--- config.mk ---
export PLATFORM = sky130hd
export DESIGN_NAME = administrador_de_salidas_flat
export DESIGN_NICKNAME = d
export VERILOG_FILES = /design/src/rtl/administrador_de_salidas_if.sv /design/src/rtl/administrador_de_salidas.sv /design/src/flat_wrapper.sv
export SDC_FILE = /design/constraint.sdc
export NUM_CORES = 1
export LEC_CHECK = 0
export BUFFER_PORTS_ARGS = -buffer_cell sky130_fd_sc_hd__buf_2
export CAP_MARGIN = 20
export CORE_UTILIZATION = 44
export CTS_CLUSTER_DIAMETER = 60
export CTS_CLUSTER_SIZE = 16
export DETAILED_ROUTE_END_ITERATION = 10
export GPL_ROUTABILITY_DRIVEN = 0
export PLACE_DENSITY = 0.9
export SLEW_MARGIN = 15
export SYNTH_ARGS = -nofsm -noshare
export SYNTH_HDL_FRONTEND = slang
export SYNTH_SLANG_ARGS = --single-unit
--- constraint.sdc ---
create_clock -name i_clk -period 2.2 [get_ports i_clk]
set_input_delay 0.11 -clock i_clk [delete_from_list [all_inputs] [get_ports i_clk]]
set_output_delay 0.11 -clock i_clk [all_outputs]
set_load 0.005 [all_outputs]
--- src/rtl/administrador_de_salidas_if.sv ---
// administrador_de_salidas_if: operand/selection inputs and memory-bus outputs of the output manager
interface administrador_de_salidas_if #(
    parameter int DATA_W = 8,
    parameter int ADDR_W = 8,
    parameter int IDX_W  = 3
);
    logic [IDX_W-1:0]  RY;
    logic [DATA_W-1:0] RX;
    logic [IDX_W-1:0]  Num;
    logic [1:0]        Sel_Salidas;
    logic [DATA_W-1:0] o_Dataout;
    logic [ADDR_W-1:0] o_Addressdata;
    logic              ReadWrite;
    modport master (
        output RY, RX, Num, Sel_Salidas,
        input  o_Dataout, o_Addressdata, ReadWrite
    );
    modport slave (
        input  RY, RX, Num, Sel_Salidas,
        output o_Dataout, o_Addressdata, ReadWrite
    );
endinterface

--- src/rtl/administrador_de_salidas.sv ---
// administrador_de_salidas: registered data/address/strobe driver for the MicroUAZ memory/IO bus
module administrador_de_salidas #(
    parameter int DATA_W = 8,
    parameter int ADDR_W = 8,
    parameter int IDX_W  = 3
) (
    input logic                    i_clk,
    input logic                    i_rst,
    administrador_de_salidas_if.slave bus
);
    typedef enum logic [1:0] {
        IDLE      = 2'b00,
        STORE_REG = 2'b01,
        STORE_IMM = 2'b10,
        LOAD      = 2'b11
    } sel_t;
    always_ff @(posedge i_clk) begin
        if (i_rst) begin
            bus.o_Dataout     <= '0;
            bus.o_Addressdata <= '0;
            bus.ReadWrite     <= 1'b0;
        end else begin
            // case (not a ternary chain) so an unknown code falls to the idle default
            case (bus.Sel_Salidas)
                STORE_REG: begin
                    bus.o_Addressdata <= ADDR_W'(bus.RY);
                    bus.o_Dataout     <= bus.RX;
                    bus.ReadWrite     <= 1'b1;
                end
                STORE_IMM: begin
                    bus.o_Addressdata <= ADDR_W'(bus.Num);
                    bus.o_Dataout     <= bus.RX;
                    bus.ReadWrite     <= 1'b1;
                end
                LOAD: begin
                    bus.o_Addressdata <= ADDR_W'({bus.RY, bus.Num});
                    bus.o_Dataout     <= '0;
                    bus.ReadWrite     <= 1'b0;
                end
                default: bus.ReadWrite <= 1'b0;
            endcase
        end
    end
endmodule

--- src/flat_wrapper.sv ---
// flat-port wrapper written by rule: the top's interface ports become plain ports
module administrador_de_salidas_flat 
#(
    parameter int DATA_W = 8,
    parameter int ADDR_W = 8,
    parameter int IDX_W  = 3
)
  (i_clk, i_rst, bus_RY, bus_RX, bus_Num, bus_Sel_Salidas, bus_o_Dataout, bus_o_Addressdata, bus_ReadWrite);
  administrador_de_salidas_if #(.DATA_W(DATA_W), .ADDR_W(ADDR_W), .IDX_W(IDX_W)) bus_i ();
  input logic i_clk;
  input logic i_rst;
  input wire logic [$bits(bus_i.RY)-1:0] bus_RY;
  input wire logic [$bits(bus_i.RX)-1:0] bus_RX;
  input wire logic [$bits(bus_i.Num)-1:0] bus_Num;
  input wire logic [$bits(bus_i.Sel_Salidas)-1:0] bus_Sel_Salidas;
  output wire logic [$bits(bus_i.o_Dataout)-1:0] bus_o_Dataout;
  output wire logic [$bits(bus_i.o_Addressdata)-1:0] bus_o_Addressdata;
  output wire logic [$bits(bus_i.ReadWrite)-1:0] bus_ReadWrite;
  assign bus_i.RY = bus_RY;
  assign bus_i.RX = bus_RX;
  assign bus_i.Num = bus_Num;
  assign bus_i.Sel_Salidas = bus_Sel_Salidas;
  assign bus_o_Dataout = bus_i.o_Dataout;
  assign bus_o_Addressdata = bus_i.o_Addressdata;
  assign bus_ReadWrite = bus_i.ReadWrite;
  administrador_de_salidas #(.DATA_W(DATA_W), .ADDR_W(ADDR_W), .IDX_W(IDX_W)) u_core (.i_clk(i_clk), .i_rst(i_rst), .bus(bus_i));
endmodule
==> metrics list <==
- Outcome: finished, final reports clean
- The tightest min-delay check is of the primary input to flip-flop type.
- The cell count after synthesis came out at 63.
* Die width: just under 40 µm
- Switching power total: 0.133 mW
- Drt via density: 5.20
* Number of hold violations in the final report: 0
- TritonCTS built the clock tree.
* Sequential share of the synthesized area: a little under 50%
- Worst-case headroom to the max-slew limit: 60.4%
- In this run, post-CTS hold repair placed 0 buffers.
- The synthesized design contains 15 register bits.
* Post-CTS Setup Bufs: 0
- Critical Path Fanout Max: 19
* Final slew viol count: 0
* Share of power burned in registers: 55.9%
- Summing all non-filler instances in the final layout gives an area of just under 800 µm².
* Class of the most critical setup path: primary input to flip-flop
- Worst Skew: 0 ns
- CTS built an H-tree with a depth of 1.
- Sw Ratio: between 20 and 30%
* Post-cts sizing count: 0
- The startpoint identified for the worst register-to-register timing path is u_core.bus.o_Dataout[1].
- For this design, the sink count on the clock tree is 15.
* Fraction of layout instances using a drive strength above 1: approximately 39%
- Synth Warn #: 0
- For this block, the routed nets add up to roughly 1.3 mm of wire.
- After Yosys synthesis, XOR and XNOR cells account for 0% of the synthesized area.
* Detailed-route DRC error count: 0
* Achievable Freq: 868 MHz
- Max Cap Viol: 0
* Internal power component: between 0.3 and 0.4 mW
* Total power divided by cell area: around 670 nW/µm²
- Setup repair after global routing left no endpoint under its margin.
- The synthesized netlist contains 14 unique library cells.
- Type of destination of the critical path: flip-flop
* Die area: approximately 1500 µm²
- I/O Buffers: 32
- Summing the areas of all and, or, nand and nor instances in the mapped netlist gives between 10% and 20% of the synthesized area.
* Antenna fix cells: 0
- Initial DRC Count: 14
* Initial antenna violation count: 0
* Synthesis-to-layout area growth: 29.8%
* Combinational family with the most area after synthesis: compound AO/OA/AOI/OAI gates
- Mean Syn Cell Area: approximately 9.6 µm²
- Internal reg-to-reg setup slack: about 1.5 ns
- Root Buffer: sky130_fd_sc_hd__clkbuf_4
- Grouping stages by cell kind, the critical path spends the most delay in adder cells.
* Routed via count: 567
* Source-to-sink clock delay at the later pin of the worst-skew pair: about 0.28 ns
* Tot GR Track Use: between 10% and 20%
* Initial standard-cell utilization of the core: between 50 and 60%
- Worst Tran Pin Value: just under 0.6 ns
- Number of nets with antenna violations after routing: 0
* Leakage power: a little over 0.4 nW
- The slowest stage of the critical path is the sky130_fd_sc_hd__ha_1 cell.
* Finish-stage setup viols: 0
* Vias in the first global route: around 460
* Critical-path cell list: buf_2, inv_1, ha_1, nor2_2, a22oi_1, nor2_1
* Number of cells traversed by the worst register-to-register path: 2
* Top Ports: 35
- Summing the areas of all compound-gate instances in the mapped netlist gives 19.3% of the synthesized area.
* Core region area: 1190 µm²
* Global route overflow: 0
* Number of iterations in the first detailed-routing pass: 4
- The final critical path takes up between 50% and 60% of the cycle.
- STA classifies the critical path startpoint as a primary input.
* Wire per inst: between 10 and 15 µm
* Data arrival time at the worst-slack endpoint: 1.32 ns
* Fraction of power consumed by combinational cells: between 10% and 20%
- Instance area after placement: approximately 760 µm²
* Detailed-placement wirelength estimate: a little over 1 mm
* Number of buffers added by the clock tree synthesis step: 3
- Largest net degree at the start of global routing: 20
* Source of the worst hold timing path: bus_RX[4]
- Share of synthesized cell area in full adder, half adder and majority cells: under 10%
- Deepest clock path buffer count: 2
* Die Y: about 39 µm
* Aggregate negative setup slack: 0 ns
* WP data required: 2.36 ns
* Destination of the worst hold path: u_core.bus.o_Dataout[4]
- Of the post-synthesis cell area, the part taken by muxes is 0%.
- Minimum clock period after layout: around 1.2 ns
- Power comes to ~0.53 mW.
* Wire length of the first global-routing pass: just under 2 mm
* WP buf/inv: 2
* Nets@finish: roughly 120
* Clock slew at reported path FFs: around 0.09 ns
- Post-synth design cell area: 604 µm²
- The worst hold path passes through 3 cells.
- CP max stage delay: 0.55 ns
* Crit Reg-Reg Endpoint: u_core.bus.o_Dataout[1]
- Maximum resistive drop on vdd: 496 µV
- The clock network accounts for between 20% and 30% of the total power.
- After floorplanning, the core was divided into 12 placement rows.
[placed cells by master, fill, tap and decap left out]
cell / netlist / layout
sky130_fd_sc_hd__conb_1: 1 / 2
sky130_fd_sc_hd__inv_1: 2 / 2
sky130_fd_sc_hd__ha_1: 4 / 4
sky130_fd_sc_hd__nor2b_1: 5 / 5
sky130_fd_sc_hd__clkbuf_4: 0 / 3
sky130_fd_sc_hd__a22oi_1: 11 / 11
sky130_fd_sc_hd__nor2_1: 12 / 12
sky130_fd_sc_hd__nor3_1: 3 / 3
sky130_fd_sc_hd__dfxtp_1: 15 / 15
sky130_fd_sc_hd__nor2_2: 1 / 1
sky130_fd_sc_hd__a21o_1: 1 / 1
sky130_fd_sc_hd__clkinv_2: 0 / 1
sky130_fd_sc_hd__a221oi_1: 3 / 3
sky130_fd_sc_hd__buf_2: 2 / 32
[per-stage QoR]
stage	setup WS [ns]	hold WS, ns	utilization (%)	std cells
2_1_floorplan	1.19	0.182	-	64
3_3_place_gp	0.850	0.342	63.8	105
3_5_place_dp	0.757	0.348	63.8	105
4_1_cts	1.07	0.0501	66.1	109
5_1_grt	0.987	0.0473	66.1	109
6_report	1.05	0.0531	66.1	109
[worst max path at each step]
stage | depth (start not counted) | to | start
floorplan | 5 | u_core.bus.o_Addressdata[0] | bus_Sel_Salidas[0]
global placement | 6 | u_core.bus.o_Dataout[0] | bus_Sel_Salidas[0]
detailed placement | 6 | u_core.bus.o_Dataout[1] | bus_Sel_Salidas[0]
CTS | 6 | u_core.bus.o_Dataout[1] | bus_Sel_Salidas[0]
global route | 6 | u_core.bus.o_Dataout[1] | bus_Sel_Salidas[0]
finish | 6 | u_core.bus.o_Dataout[2] | bus_Sel_Salidas[0]
[routing by layer]
metal | vias to the layer above | GRT usage (%) | wire, µm
met5 | - | 0 | 0
met4 | 0 | 12.1 | 32
met3 | 4 | 8.67 | 69
met2 | 22 | 28.3 | 638
met1 | 260 | 23.9 | 546
li1 | 281 | - | -
[sequential cells by signal, indices dropped and copies added, names as in the netlist]
| name | flops |
|---|---|
| u_core.bus.o_Addressdata | 6 |
| u_core.bus.o_Dataout | 8 |
| u_core.bus.ReadWrite | 1 |
[logic make-up after synthesis]
group / after synthesis
buffers and inverters: 7
and+or+nand+nor: 21
other: 1
AOI/OAI and AO/OA: 15
DFF: 15
adders and majority gates: 4
[Yosys cell counts]
cell type	instances	share of area [%]
sky130_fd_sc_hd__clkbuf_1	1	0.62
sky130_fd_sc_hd__a22oi_1	11	14
sky130_fd_sc_hd__ha_1	4	8.3
sky130_fd_sc_hd__nor2b_1	5	5.2
sky130_fd_sc_hd__a221oi_1	3	4.3
sky130_fd_sc_hd__dfxtp_1	15	50
sky130_fd_sc_hd__conb_1	1	0.62
sky130_fd_sc_hd__buf_4	2	2.5
sky130_fd_sc_hd__nor2_1	12	7.5
sky130_fd_sc_hd__buf_2	2	1.7
sky130_fd_sc_hd__a21o_1	1	1.2
sky130_fd_sc_hd__nor2_2	1	1.0
sky130_fd_sc_hd__nor3_1	3	2.5
sky130_fd_sc_hd__inv_1	2	1.2
[worst register-to-register path: stages (launching register included)]
cell and delay, ns:
sky130_fd_sc_hd__dfxtp_1 0.33, sky130_fd_sc_hd__a22oi_1 0.20, sky130_fd_sc_hd__nor2_1 0.06
[cell type report]
class	instances	area, µm²
Fill cell	98	402
Sequential cell	15	300
Multi-Input combinational cell	42	272
Timing Repair Buffer	32	160
Clock buffer	3	22.5
Tap cell	14	17.5
Inverter	2	7.51
Clock inverter	1	5.00
[power by group through the flow]
stage / logic (mW) / clock network [mW] / registers [mW]
2_1_floorplan: 0.0425 / 0 / 0.303
3_3_place_gp: 0.0786 / 0 / 0.301
3_5_place_dp: 0.0813 / 0 / 0.301
4_1_cts: 0.0817 / 0.156 / 0.295
5_1_grt: 0.0916 / 0.173 / 0.297
6_report: 0.0818 / 0.151 / 0.295
(Power assumes the default switching activity.)
